--- config.mk ---
export PLATFORM = sky130hd
export DESIGN_NAME = soc_clk_rst_gen
export DESIGN_NICKNAME = d
export VERILOG_FILES = /design/src/rtl/soc_clk_rst_gen.sv
export SDC_FILE = /design/constraint.sdc
export NUM_CORES = 1
export LEC_CHECK = 0
export BUFFER_PORTS_ARGS = -buffer_cell sky130_fd_sc_hd__buf_4
export CORE_MARGIN = 4
export CORE_UTILIZATION = 35
export DETAILED_ROUTE_END_ITERATION = 6
export RECOVER_POWER = 100
export SLEW_MARGIN = 20
export SYNTH_ARGS = -nofsm -noshare
export SYNTH_HDL_FRONTEND = slang
export SYNTH_SLANG_ARGS = --single-unit
--- constraint.sdc ---
create_clock -name clk -period 3.95 [get_ports clk]
set_clock_uncertainty 0.1 [all_clocks]
set_input_delay 0.395 -clock clk [delete_from_list [all_inputs] [get_ports clk]]
set_output_delay 0.395 -clock clk [all_outputs]
set_load 0.01 [all_outputs]
--- src/rtl/soc_clk_rst_gen.sv ---
// Clock/reset front end: divides the board clock into cpu_clk and vga_clk, then releases
// the VGA reset and, CPU_RST_DELAY cpu_clk rises later, the CPU reset. Adds a glitch-free CPU halt.
//
// state       | meaning
// ------------+---------------------------------------------------------------
// ST_RST      | synchronised reset still asserted, dividers idle
// ST_VGA_REL  | dividers running, waiting for a vga_clk falling toggle
// ST_CPU_WAIT | vga_reset released, counting CPU_RST_DELAY cpu_clk rises
// ST_CPU_REL  | waiting for a cpu_clk falling toggle to release cpu_reset
// ST_RUN      | both domains out of reset; cpu_halt honoured, cpu_cyc counting
module soc_clk_rst_gen #(
    parameter int CPU_DIV         = 2,
    parameter int VGA_DIV         = 4,
    parameter int RST_SYNC_STAGES = 2,
    parameter int CPU_RST_DELAY   = 4
) (
    input  logic        clk,
    input  logic        reset,
    input  logic        cpu_halt,
    output logic        cpu_clk,
    output logic        vga_clk,
    output logic        cpu_reset,
    output logic        vga_reset,
    output logic        rst_done,
    output logic [31:0] cpu_cyc
);

    if ((CPU_DIV < 2) || ((CPU_DIV % 2) != 0)) begin : g_bad_cpu_div
        $error("soc_clk_rst_gen: CPU_DIV must be even and >= 2");
    end
    if ((VGA_DIV < 2) || ((VGA_DIV % 2) != 0)) begin : g_bad_vga_div
        $error("soc_clk_rst_gen: VGA_DIV must be even and >= 2");
    end
    if (RST_SYNC_STAGES < 2) begin : g_bad_sync
        $error("soc_clk_rst_gen: RST_SYNC_STAGES must be >= 2");
    end
    if (CPU_RST_DELAY < 1) begin : g_bad_dly
        $error("soc_clk_rst_gen: CPU_RST_DELAY must be >= 1");
    end

    localparam int CPU_HALF = CPU_DIV / 2;
    localparam int VGA_HALF = VGA_DIV / 2;
    localparam int CPU_CW   = (CPU_HALF > 1) ? $clog2(CPU_HALF) : 1;
    localparam int VGA_CW   = (VGA_HALF > 1) ? $clog2(VGA_HALF) : 1;
    localparam int DLY_W    = $clog2(CPU_RST_DELAY + 1);

    localparam logic [CPU_CW-1:0] CPU_TERM = CPU_CW'(CPU_HALF - 1);
    localparam logic [VGA_CW-1:0] VGA_TERM = VGA_CW'(VGA_HALF - 1);
    localparam logic [DLY_W-1:0]  DLY_INIT = DLY_W'(CPU_RST_DELAY);
    localparam logic [DLY_W-1:0]  DLY_ONE  = DLY_W'(1);

    typedef enum logic [2:0] {
        ST_RST,
        ST_VGA_REL,
        ST_CPU_WAIT,
        ST_CPU_REL,
        ST_RUN
    } state_t;

    logic [RST_SYNC_STAGES-1:0] sync_q, sync_d;
    logic                       srst_n;

    logic [CPU_CW-1:0] cpu_cnt_q, cpu_cnt_d;
    logic              cpu_clk_q, cpu_clk_d;
    logic              cpu_held_q, cpu_held_d;
    logic [VGA_CW-1:0] vga_cnt_q, vga_cnt_d;
    logic              vga_clk_q, vga_clk_d;

    state_t            state_q, state_d;
    logic [DLY_W-1:0]  dly_q, dly_d;
    logic              vga_reset_q, vga_reset_d;
    logic              cpu_reset_q, cpu_reset_d;
    logic              rst_done_q, rst_done_d;
    logic [31:0]       cpu_cyc_q, cpu_cyc_d;

    logic cpu_tog, vga_tog, halt_en;
    logic cpu_rise, cpu_fall, vga_fall;

    assign sync_d = {sync_q[RST_SYNC_STAGES-2:0], 1'b1};
    assign srst_n = sync_q[RST_SYNC_STAGES-1];

    always_comb begin
        vga_cnt_d = vga_cnt_q;
        vga_clk_d = vga_clk_q;
        vga_tog   = 1'b0;
        if (srst_n) begin
            if (vga_cnt_q == VGA_TERM) begin
                vga_tog   = 1'b1;
                vga_clk_d = ~vga_clk_q;
                vga_cnt_d = '0;
            end else begin
                vga_cnt_d = vga_cnt_q + VGA_CW'(1);
            end
        end
    end

    // A halt only ever parks the clock low; a pending high phase always runs to its full length,
    // and the first edge after halt drops only restarts the count so the low phase stays full too.
    always_comb begin
        cpu_cnt_d  = cpu_cnt_q;
        cpu_clk_d  = cpu_clk_q;
        cpu_held_d = cpu_held_q;
        cpu_tog    = 1'b0;
        halt_en    = cpu_halt && (state_q == ST_RUN);
        if (srst_n) begin
            if (cpu_held_q) begin
                if (!halt_en) begin
                    cpu_held_d = 1'b0;
                    cpu_cnt_d  = '0;
                end
            end else if (halt_en && !cpu_clk_q) begin
                cpu_held_d = 1'b1;
                cpu_cnt_d  = '0;
            end else if (cpu_cnt_q == CPU_TERM) begin
                cpu_tog   = 1'b1;
                cpu_clk_d = ~cpu_clk_q;
                cpu_cnt_d = '0;
                if (halt_en) begin
                    cpu_held_d = 1'b1;
                end
            end else begin
                cpu_cnt_d = cpu_cnt_q + CPU_CW'(1);
            end
        end
    end

    assign cpu_rise = cpu_tog && !cpu_clk_q;
    assign cpu_fall = cpu_tog && cpu_clk_q;
    assign vga_fall = vga_tog && vga_clk_q;

    always_comb begin
        state_d     = state_q;
        dly_d       = dly_q;
        vga_reset_d = vga_reset_q;
        cpu_reset_d = cpu_reset_q;
        rst_done_d  = rst_done_q;
        case (state_q)
            ST_RST: begin
                if (srst_n) begin
                    state_d = ST_VGA_REL;
                end
            end
            ST_VGA_REL: begin
                if (vga_fall) begin
                    vga_reset_d = 1'b1;
                    dly_d       = DLY_INIT;
                    state_d     = ST_CPU_WAIT;
                end
            end
            ST_CPU_WAIT: begin
                if (cpu_rise) begin
                    dly_d = dly_q - DLY_ONE;
                    if (dly_q == DLY_ONE) begin
                        state_d = ST_CPU_REL;
                    end
                end
            end
            ST_CPU_REL: begin
                if (cpu_fall) begin
                    cpu_reset_d = 1'b1;
                    rst_done_d  = 1'b1;
                    state_d     = ST_RUN;
                end
            end
            ST_RUN: begin
                state_d = ST_RUN;
            end
            default: begin
                state_d = ST_RST;
            end
        endcase
    end

    always_comb begin
        cpu_cyc_d = cpu_cyc_q;
        if ((state_q == ST_RUN) && cpu_rise) begin
            cpu_cyc_d = cpu_cyc_q + 32'd1;
        end
    end

    always_ff @(posedge clk or negedge reset) begin
        if (!reset) begin
            sync_q      <= '0;
            cpu_cnt_q   <= '0;
            cpu_clk_q   <= 1'b0;
            cpu_held_q  <= 1'b0;
            vga_cnt_q   <= '0;
            vga_clk_q   <= 1'b0;
            state_q     <= ST_RST;
            dly_q       <= '0;
            vga_reset_q <= 1'b0;
            cpu_reset_q <= 1'b0;
            rst_done_q  <= 1'b0;
            cpu_cyc_q   <= '0;
        end else begin
            sync_q      <= sync_d;
            cpu_cnt_q   <= cpu_cnt_d;
            cpu_clk_q   <= cpu_clk_d;
            cpu_held_q  <= cpu_held_d;
            vga_cnt_q   <= vga_cnt_d;
            vga_clk_q   <= vga_clk_d;
            state_q     <= state_d;
            dly_q       <= dly_d;
            vga_reset_q <= vga_reset_d;
            cpu_reset_q <= cpu_reset_d;
            rst_done_q  <= rst_done_d;
            cpu_cyc_q   <= cpu_cyc_d;
        end
    end

    assign cpu_clk   = cpu_clk_q;
    assign vga_clk   = vga_clk_q;
    assign cpu_reset = cpu_reset_q;
    assign vga_reset = vga_reset_q;
    assign rst_done  = rst_done_q;
    assign cpu_cyc   = cpu_cyc_q;

endmodule

==> results of run 1 <==
-- area by class of cell --
class | count | area [sq um] | share of cell area [%]
Inverter | 10 | 37.5 | 1.54
Multi-Input combinational cell | 134 | 887 | 36.5
Clock inverter | 2 | 37.5 | 1.54
Sequential cell | 46 | 1150 | 47.4
Tap cell | 75 | 93.8 | 3.86
Clock buffer | 6 | 72.6 | 2.99
Timing Repair Buffer | 39 | 150 | 6.18
-- worst max-delay path, delay by kind of cell (launching register included) --
| family | cells | cell delay (ns) |
|---|---|---|
| XOR/XNOR | 1 | 0.16 |
| flip-flops | 1 | 0.50 |
| AND/OR/NAND/NOR | 4 | 1.72 |
-- final timing paths --
kind                                        start                 endpoint
max in group asynchronous                   reset   cpu_cyc[1]$_DFFE_PN0P_
hold / removal                sync_q[0]$_DFF_PN0_      sync_q[1]$_DFF_PN0_
setup reg to reg           state_q[0]$_DFFE_PN0P_  cpu_cyc[11]$_DFFE_PN0P_
min in group asynchronous                   reset  cpu_cyc[31]$_DFFE_PN0P_
hold reg to reg               sync_q[0]$_DFF_PN0_      sync_q[1]$_DFF_PN0_
setup / recovery           state_q[0]$_DFFE_PN0P_  cpu_cyc[11]$_DFFE_PN0P_
-- cells in the final DEF (no fill, tap or decap), types with 2 or more instances in the layout --
cell and instances:
sky130_fd_sc_hd__clkbuf_8 5, sky130_fd_sc_hd__a21oi_1 5, sky130_fd_sc_hd__o31ai_1 4, sky130_fd_sc_hd__nor4_1 2, sky130_fd_sc_hd__mux2_2 2, sky130_fd_sc_hd__nor3b_1 2
sky130_fd_sc_hd__inv_1 10, sky130_fd_sc_hd__and3_1 7, sky130_fd_sc_hd__nor3_1 11, sky130_fd_sc_hd__and4_1 2, sky130_fd_sc_hd__xnor2_1 19, sky130_fd_sc_hd__nand4_1 7
sky130_fd_sc_hd__o22ai_1 2, sky130_fd_sc_hd__and2_1 2, sky130_fd_sc_hd__nand2b_1 2, sky130_fd_sc_hd__nand2_1 20, sky130_fd_sc_hd__nor2_1 9, sky130_fd_sc_hd__dfrtp_1 46
sky130_fd_sc_hd__xor2_1 14, sky130_fd_sc_hd__clkbuf_1 39, sky130_fd_sc_hd__nand3_1 5, sky130_fd_sc_hd__ha_1 3
-- where the power goes --
group          leakage [nW]  switching (W)  total [W]  internal, W
Sequential            0.592      0.0000626   0.000582     0.000519
Combinational         0.469      0.0000949   0.000166    0.0000708
Clock                0.0514       0.000161   0.000350     0.000189
-- registers in the layout, summed over array words and instances (netlist names) --
register    count
sync_q          2
rst_done        1
vga_cnt_q       1
state_q         3
dly_q           3
cpu_held_q      1
vga_reset       1
vga_clk         1
cpu_cyc        32
cpu_clk         1
-- stage by stage --
| step | worst slack (ns) | total power [W] | utilization (%) | cell area (sq um) | hold WS, ns |
|---|---|---|---|---|---|
| after floorplan | 1.94 | 0.000711 | - | 2160 | -0.000591 |
| after CTS | 1.46 | 0.00114 | 43.8 | 2610 | 0.0165 |
| after detailed placement | 1.45 | 0.000782 | 41.9 | 2500 | 0.241 |
| after global placement | 1.53 | 0.000781 | 41.9 | 2500 | 0.241 |
| after global routing | 1.11 | 0.00116 | 40.8 | 2430 | 0.267 |
| final | 1.40 | 0.00110 | 40.8 | 2430 | 0.257 |
-- routing by layer --
metal | global-route usage [%] | wire length, um | part of all wire (%)
met5 | 0 | 0 | 0
met2 | 17.8 | 1840 | 44
met4 | 4.25 | 90 | 2.2
met1 | 16.6 | 2030 | 49
met3 | 3.33 | 204 | 4.9
-- cell families (layout without fill, tap and decap cells) --
kind of cell	Yosys count	after routing	synth area share, %
simple gates	78	78	21.3
buf+inv	17	57	4.05
xor+xnor	33	33	13.4
other cells	1	1	0.174
compound gates	17	17	5.10
fa+ha+maj	3	3	1.74
flops	46	46	53.3
mux	2	2	1.04
==> flow_summary.json, run 1 <==
{
  "ant_nets": 0,
  "arrival_ns": 2.68,
  "layoutNonFillerInstCount": 312,
  "dieArea_sq_um": 7500,
  "cts.clk_slew.worst_paths_ns": 0.09,
  "yosys-top-cells-area": "sky130_fd_sc_hd__dfrtp_1, sky130_fd_sc_hd__xnor2_1, sky130_fd_sc_hd__xor2_1, sky130_fd_sc_hd__nand2_1, sky130_fd_sc_hd__and3_1",
  "floorplan.core_area_sq_um": 5960,
  "drt-vias-per-instance": 4.88,
  "layout.filler_cells": 618,
  "drt_pass1_iterations": 4,
  "critical_path.max_fanout": 12,
  "grt_usage_pct": 11.9,
  "syn_nets": 203,
  "synth_async_sr_flop_share_pct": 100,
  "grt_start_max_net_pins": 47,
  "setup.worst_path.end_class": "flip-flop",
  "clkLatencyLatePin_ns": 0.29,
  "clock_sinks": 46,
  "ys_seq_area_share_pct": 53.3,
  "ff2ff_setup_slack_ns": 1.40,
  "clock_buffers_created_by_tritoncts": 5,
  "via_count": 1524,
  "cp_slowest_cell": "sky130_fd_sc_hd__nor2b_1",
  "post_cts_resize_count": 0,
  "post_synth_inst_count": 197,
  "min_period_over_period_pct": 64.7,
  "yosys_warnings": 0,
  "setup_violations": 0,
  "min_path_cells": 0,
  "hold_class": "reg2reg",
  "h-tree-depth": 2,
  "grt_antenna_before_repair": 0,
  "routed_wire_length_per_instance_um": 13.3,
  "iteration_0_drc_markers": 121,
  "design.portCount": 40,
  "post_route_cells_drive_above_1_share_pct": 5.91,
  "worstMarginPinSlew_ns": 2.43,
  "syn-mean-instance-area_sq_um": 11.0,
  "netlist-cell-type-count": 43,
  "first_global_vias": 1429,
  "cts_max_path_buffers": 2,
  "synth.cells.most_frequent": "sky130_fd_sc_hd__dfrtp_1, sky130_fd_sc_hd__nand2_1, sky130_fd_sc_hd__xnor2_1",
  "yosys.area.top_type_share_pct": 53.3,
  "drv.max_cap_violation_count": 1,
  "aggregate_global_routing_overflow": 0,
  "cts_root_buffer": "sky130_fd_sc_hd__clkbuf_8",
  "io_buffer_count": 39,
  "final_nets": 242,
  "tritoncts": "built",
  "cpPeakStageDelay_ns": 0.57,
  "final.setup.tns_ns": 0,
  "drc_errors": 0,
  "outcome": "complete, but fails checks",
  "antenna-diode-count": 0,
  "cp-start-kind": "flip-flop",
  "synth-main-ff-cell": "sky130_fd_sc_hd__dfrtp_1",
  "synth.cell_area_sq_um": 2160,
  "rsz0062_at_grt": "no",
  "initial_utilization_pct": 36.3,
  "violations": "max-capacitance violations, max-slew violations",
  "last_weighted_congestion_value_of_the_routability_driven_placer": 0.815,
  "yosys.cell_count.top_type": "sky130_fd_sc_hd__dfrtp_1",
  "place.detailed.hpwl_um": 2950,
  "maxSlewViolCount": 47,
  "grt_first_pass_wirelength_um": 7010,
  "synth-edff-count": 0,
  "setup.worst_path.class": "reg2reg",
  "die_width_um": 86.6,
  "p_leak_nw": 1.11,
  "drt-total-wl_um": 4160,
  "worst_ir_drop_vdd_mv": 0.201,
  "overall_die_height_um": 86.6,
  "maximum_achievable_frequency_ghz": 0.391,
  "synth_top_area_cell": "sky130_fd_sc_hd__dfrtp_1",
  "finalCriticalPeriod_ns": 2.55,
  "timing.critical_path.cells": "or3b_2 > nor2b_1 > nand4_1 > nor3_1 > xor2_1",
  "cellPowerDensity_nw_per_um2": 452,
  "area_delta_synth_final_pct": 12.4,
  "r2r_cells": 5,
  "relSlewSlack_pct": -62.0,
  "synth.ff_latch_count": 46,
  "postCtsSetupRepairBufs": 0,
  "std_cell_rows": 28,
  "hold_viol": 0,
  "dpl.cell_count": 304,
  "cts_hold_repair.buffers": 0,
  "cp.required_ns": 4.08
}
(Power assumes the default switching activity.)
==> inputs of run 2 (changes only) <==
==> constraint.sdc (replaced) <==
create_clock -name clk -period 2.48 [get_ports clk]
set_clock_uncertainty 0.1 [all_clocks]
set_input_delay 0.248 -clock clk [delete_from_list [all_inputs] [get_ports clk]]
set_output_delay 0.248 -clock clk [all_outputs]
set_load 0.01 [all_outputs]
==> run 2 against run 1 <==
Net effect:
- the flow now finishes without violations
- power grew 51%
- non-clock buffer count grew 5
- maximum frequency grew 16%
- design area grew 0.67%
- first-iteration DRC count shrank 31%
- sequential share of layout area shrank 0.32 points
- die area is the same
- register-to-register slack lost 1.1 ns
- wire length grew 4.4%
- count of clock-buffer cells in the layout grew 1
- critical path depth shrank 1
- via count grew 1.1%
- critical endpoint is now cpu_cyc[1]$_DFFE_PN0P_
==> flow_summary.json, run 2 (synthesized netlist as in run 1, its figures left out) <==
{
  "sequential_cell_area_sq_um": 1150,
  "critical_path.max_fanout": 12,
  "hold_viol": 0,
  "drc_errors": 0,
  "aggregate_global_routing_overflow": 0,
  "layout.filler_cells": 622,
  "cts.clk_slew.worst_paths_ns": 0.08,
  "p_int_w": 0.00117,
  "outcome": "finished, final reports clean",
  "rsz0062_at_grt": "no",
  "maximum_achievable_frequency_ghz": 0.453,
  "setup_violations": 0,
  "final_nets": 247,
  "grt_usage_pct": 12.3,
  "drv.max_cap_violation_count": 0,
  "cp-start-kind": "flip-flop",
  "arrival_ns": 2.29,
  "placedInstanceArea_sq_um": 2530,
  "holdCritStartpoint": "sync_q[0]$_DFF_PN0_",
  "switching_power_w": 0.000491,
  "std_cell_rows": 28,
  "clock_sinks": 46,
  "last_weighted_congestion_value_of_the_routability_driven_placer": 0.783,
  "cpPeakStageDelay_ns": 0.53,
  "hold_class": "reg2reg",
  "area_delta_synth_final_pct": 13.2,
  "r2r_cells": 4,
  "cts_max_path_buffers": 2,
  "tritoncts": "built",
  "swShare_pct": 29.6,
  "grt_antenna_before_repair": 0,
  "via_count": 1541,
  "sequentialPowerShare_pct": 55.3,
  "grt_first_pass_wirelength_um": 7370,
  "h-tree-depth": 2,
  "timing.critical_path.cells": "or3b_2 > nor2b_1 > clkbuf_1 > mux2_2",
  "grt_start_max_net_pins": 47,
  "cts_root_buffer": "sky130_fd_sc_hd__clkbuf_8",
  "io_buffer_count": 39,
  "post_cts_resize_count": 0,
  "combPwrFrac_pct": 16.7,
  "design.portCount": 40,
  "final.setup.tns_ns": 0,
  "min_path_cells": 0,
  "layout.cells.most_common_list": "sky130_fd_sc_hd__dfrtp_1, sky130_fd_sc_hd__clkbuf_1, sky130_fd_sc_hd__nand2_1",
  "cts_hold_repair.buffers": 1,
  "ff2ff_setup_slack_ns": 0.27,
  "cellPowerDensity_nw_per_um2": 679,
  "final_cell_area_sq_um": 2450,
  "multiInputGateArea_sq_um": 892,
  "relSlewSlack_pct": 24.8,
  "dieArea_sq_um": 7500,
  "iteration_0_drc_markers": 83,
  "final_common_cell": "sky130_fd_sc_hd__dfrtp_1",
  "rr_startpoint": "state_q[0]$_DFFE_PN0P_",
  "setup.worst_path.end_class": "flip-flop",
  "routed_wire_length_per_instance_um": 13.7,
  "setup.worst_path.class": "reg2reg",
  "rr_endpoint": "cpu_cyc[1]$_DFFE_PN0P_",
  "overall_die_height_um": 86.6,
  "clkLatencyLatePin_ns": 0.29,
  "place.detailed.hpwl_um": 3160,
  "p_leak_nw": 1.13,
  "drt_pass1_iterations": 2,
  "postCtsSetupRepairBufs": 0,
  "worst_ir_drop_vdd_mv": 0.273,
  "min_period_over_period_pct": 89.0,
  "whs_endpoint": "sync_q[1]$_DFF_PN0_",
  "ant_nets": 0,
  "die_width_um": 86.6,
  "largest_register_ff_count": 32,
  "post_route_cells_drive_above_1_share_pct": 7.02,
  "cpLargestDelayFamily": "simple AND/OR/NAND/NOR gates",
  "floorplan.core_area_sq_um": 5960,
  "cp.buffers_inverters": 1,
  "drt-vias-per-instance": 4.86,
  "cp_slowest_cell": "sky130_fd_sc_hd__or3b_2",
  "cp.required_ns": 2.56,
  "worstMarginPinSlew_ns": 1.13,
  "finalCriticalPeriod_ns": 2.21,
  "drt-total-wl_um": 4350,
  "antenna-diode-count": 0,
  "power_frac_clock_pct": 28.0,
  "first_global_vias": 1547,
  "clock_buffers_created_by_tritoncts": 5,
  "maxSlewViolCount": 0,
  "initial_utilization_pct": 36.3
}
[run 2: final cells by class]
class | count | share of cell area [%]
Sequential cell | 46 | 47.1
Tap cell | 75 | 3.84
Inverter | 10 | 1.53
Clock buffer | 7 | 3.53
Timing Repair Buffer | 44 | 7.37
Clock inverter | 1 | 0.205
Multi-Input combinational cell | 134 | 36.5
[run 2: stage by stage]
stage	utilization (%)	setup WS [ns]	instances	power (W)	hold slack (ns)
after floorplan	-	0.468	197	0.00113	-0.148
after global placement	42.4	0.392	308	0.00125	0.192
after detailed placement	42.4	0.322	308	0.00125	0.194
after CTS	44.1	0.291	317	0.00172	0.256
after global routing	41.1	0.110	317	0.00177	0.258
final	41.1	0.273	317	0.00166	0.253
[run 2: routing by layer]
layer	global-route usage, %	share of wire (%)
met1	17.3	48
met4	3.82	0.87
met5	0	0
met3	2.47	4.4
met2	19.2	47
[run 2: how the worst max path moves through the flow]
stage | start | to | slack (ns) | cells after the start
after floorplan | cpu_cyc[5]$_DFFE_PN0P_ | cpu_cyc[18]$_DFFE_PN0P_ | 0.47 | 6
after global placement | cpu_clk$_DFFE_PN0N_ | cpu_cyc[18]$_DFFE_PN0P_ | 0.39 | 5
after detailed placement | cpu_clk$_DFFE_PN0N_ | cpu_cyc[30]$_DFFE_PN0P_ | 0.32 | 5
after CTS | cpu_clk$_DFFE_PN0N_ | cpu_cyc[30]$_DFFE_PN0P_ | 0.29 | 5
after global routing | cpu_clk$_DFFE_PN0N_ | cpu_cyc[31]$_DFFE_PN0P_ | 0.11 | 5
final | state_q[0]$_DFFE_PN0P_ | cpu_cyc[1]$_DFFE_PN0P_ | 0.27 | 4
[run 2: power groups by stage]
stage / clock, W / combinational (W) / sequential [W]
after floorplan: 0 / 0.000224 / 0.000909
after global placement: 0 / 0.000313 / 0.000933
after detailed placement: 0 / 0.000317 / 0.000935
after CTS: 0.000484 / 0.000317 / 0.000922
after global routing: 0.000506 / 0.000323 / 0.000938
final: 0.000465 / 0.000278 / 0.000918
[run 2: worst register-to-register path, cell delays in order, from the launching register on]
cell and delay (ns):
sky130_fd_sc_hd__dfrtp_1 0.50, sky130_fd_sc_hd__or3b_2 0.53, sky130_fd_sc_hd__nor2b_1 0.18, sky130_fd_sc_hd__clkbuf_1 0.40, sky130_fd_sc_hd__mux2_2 0.39
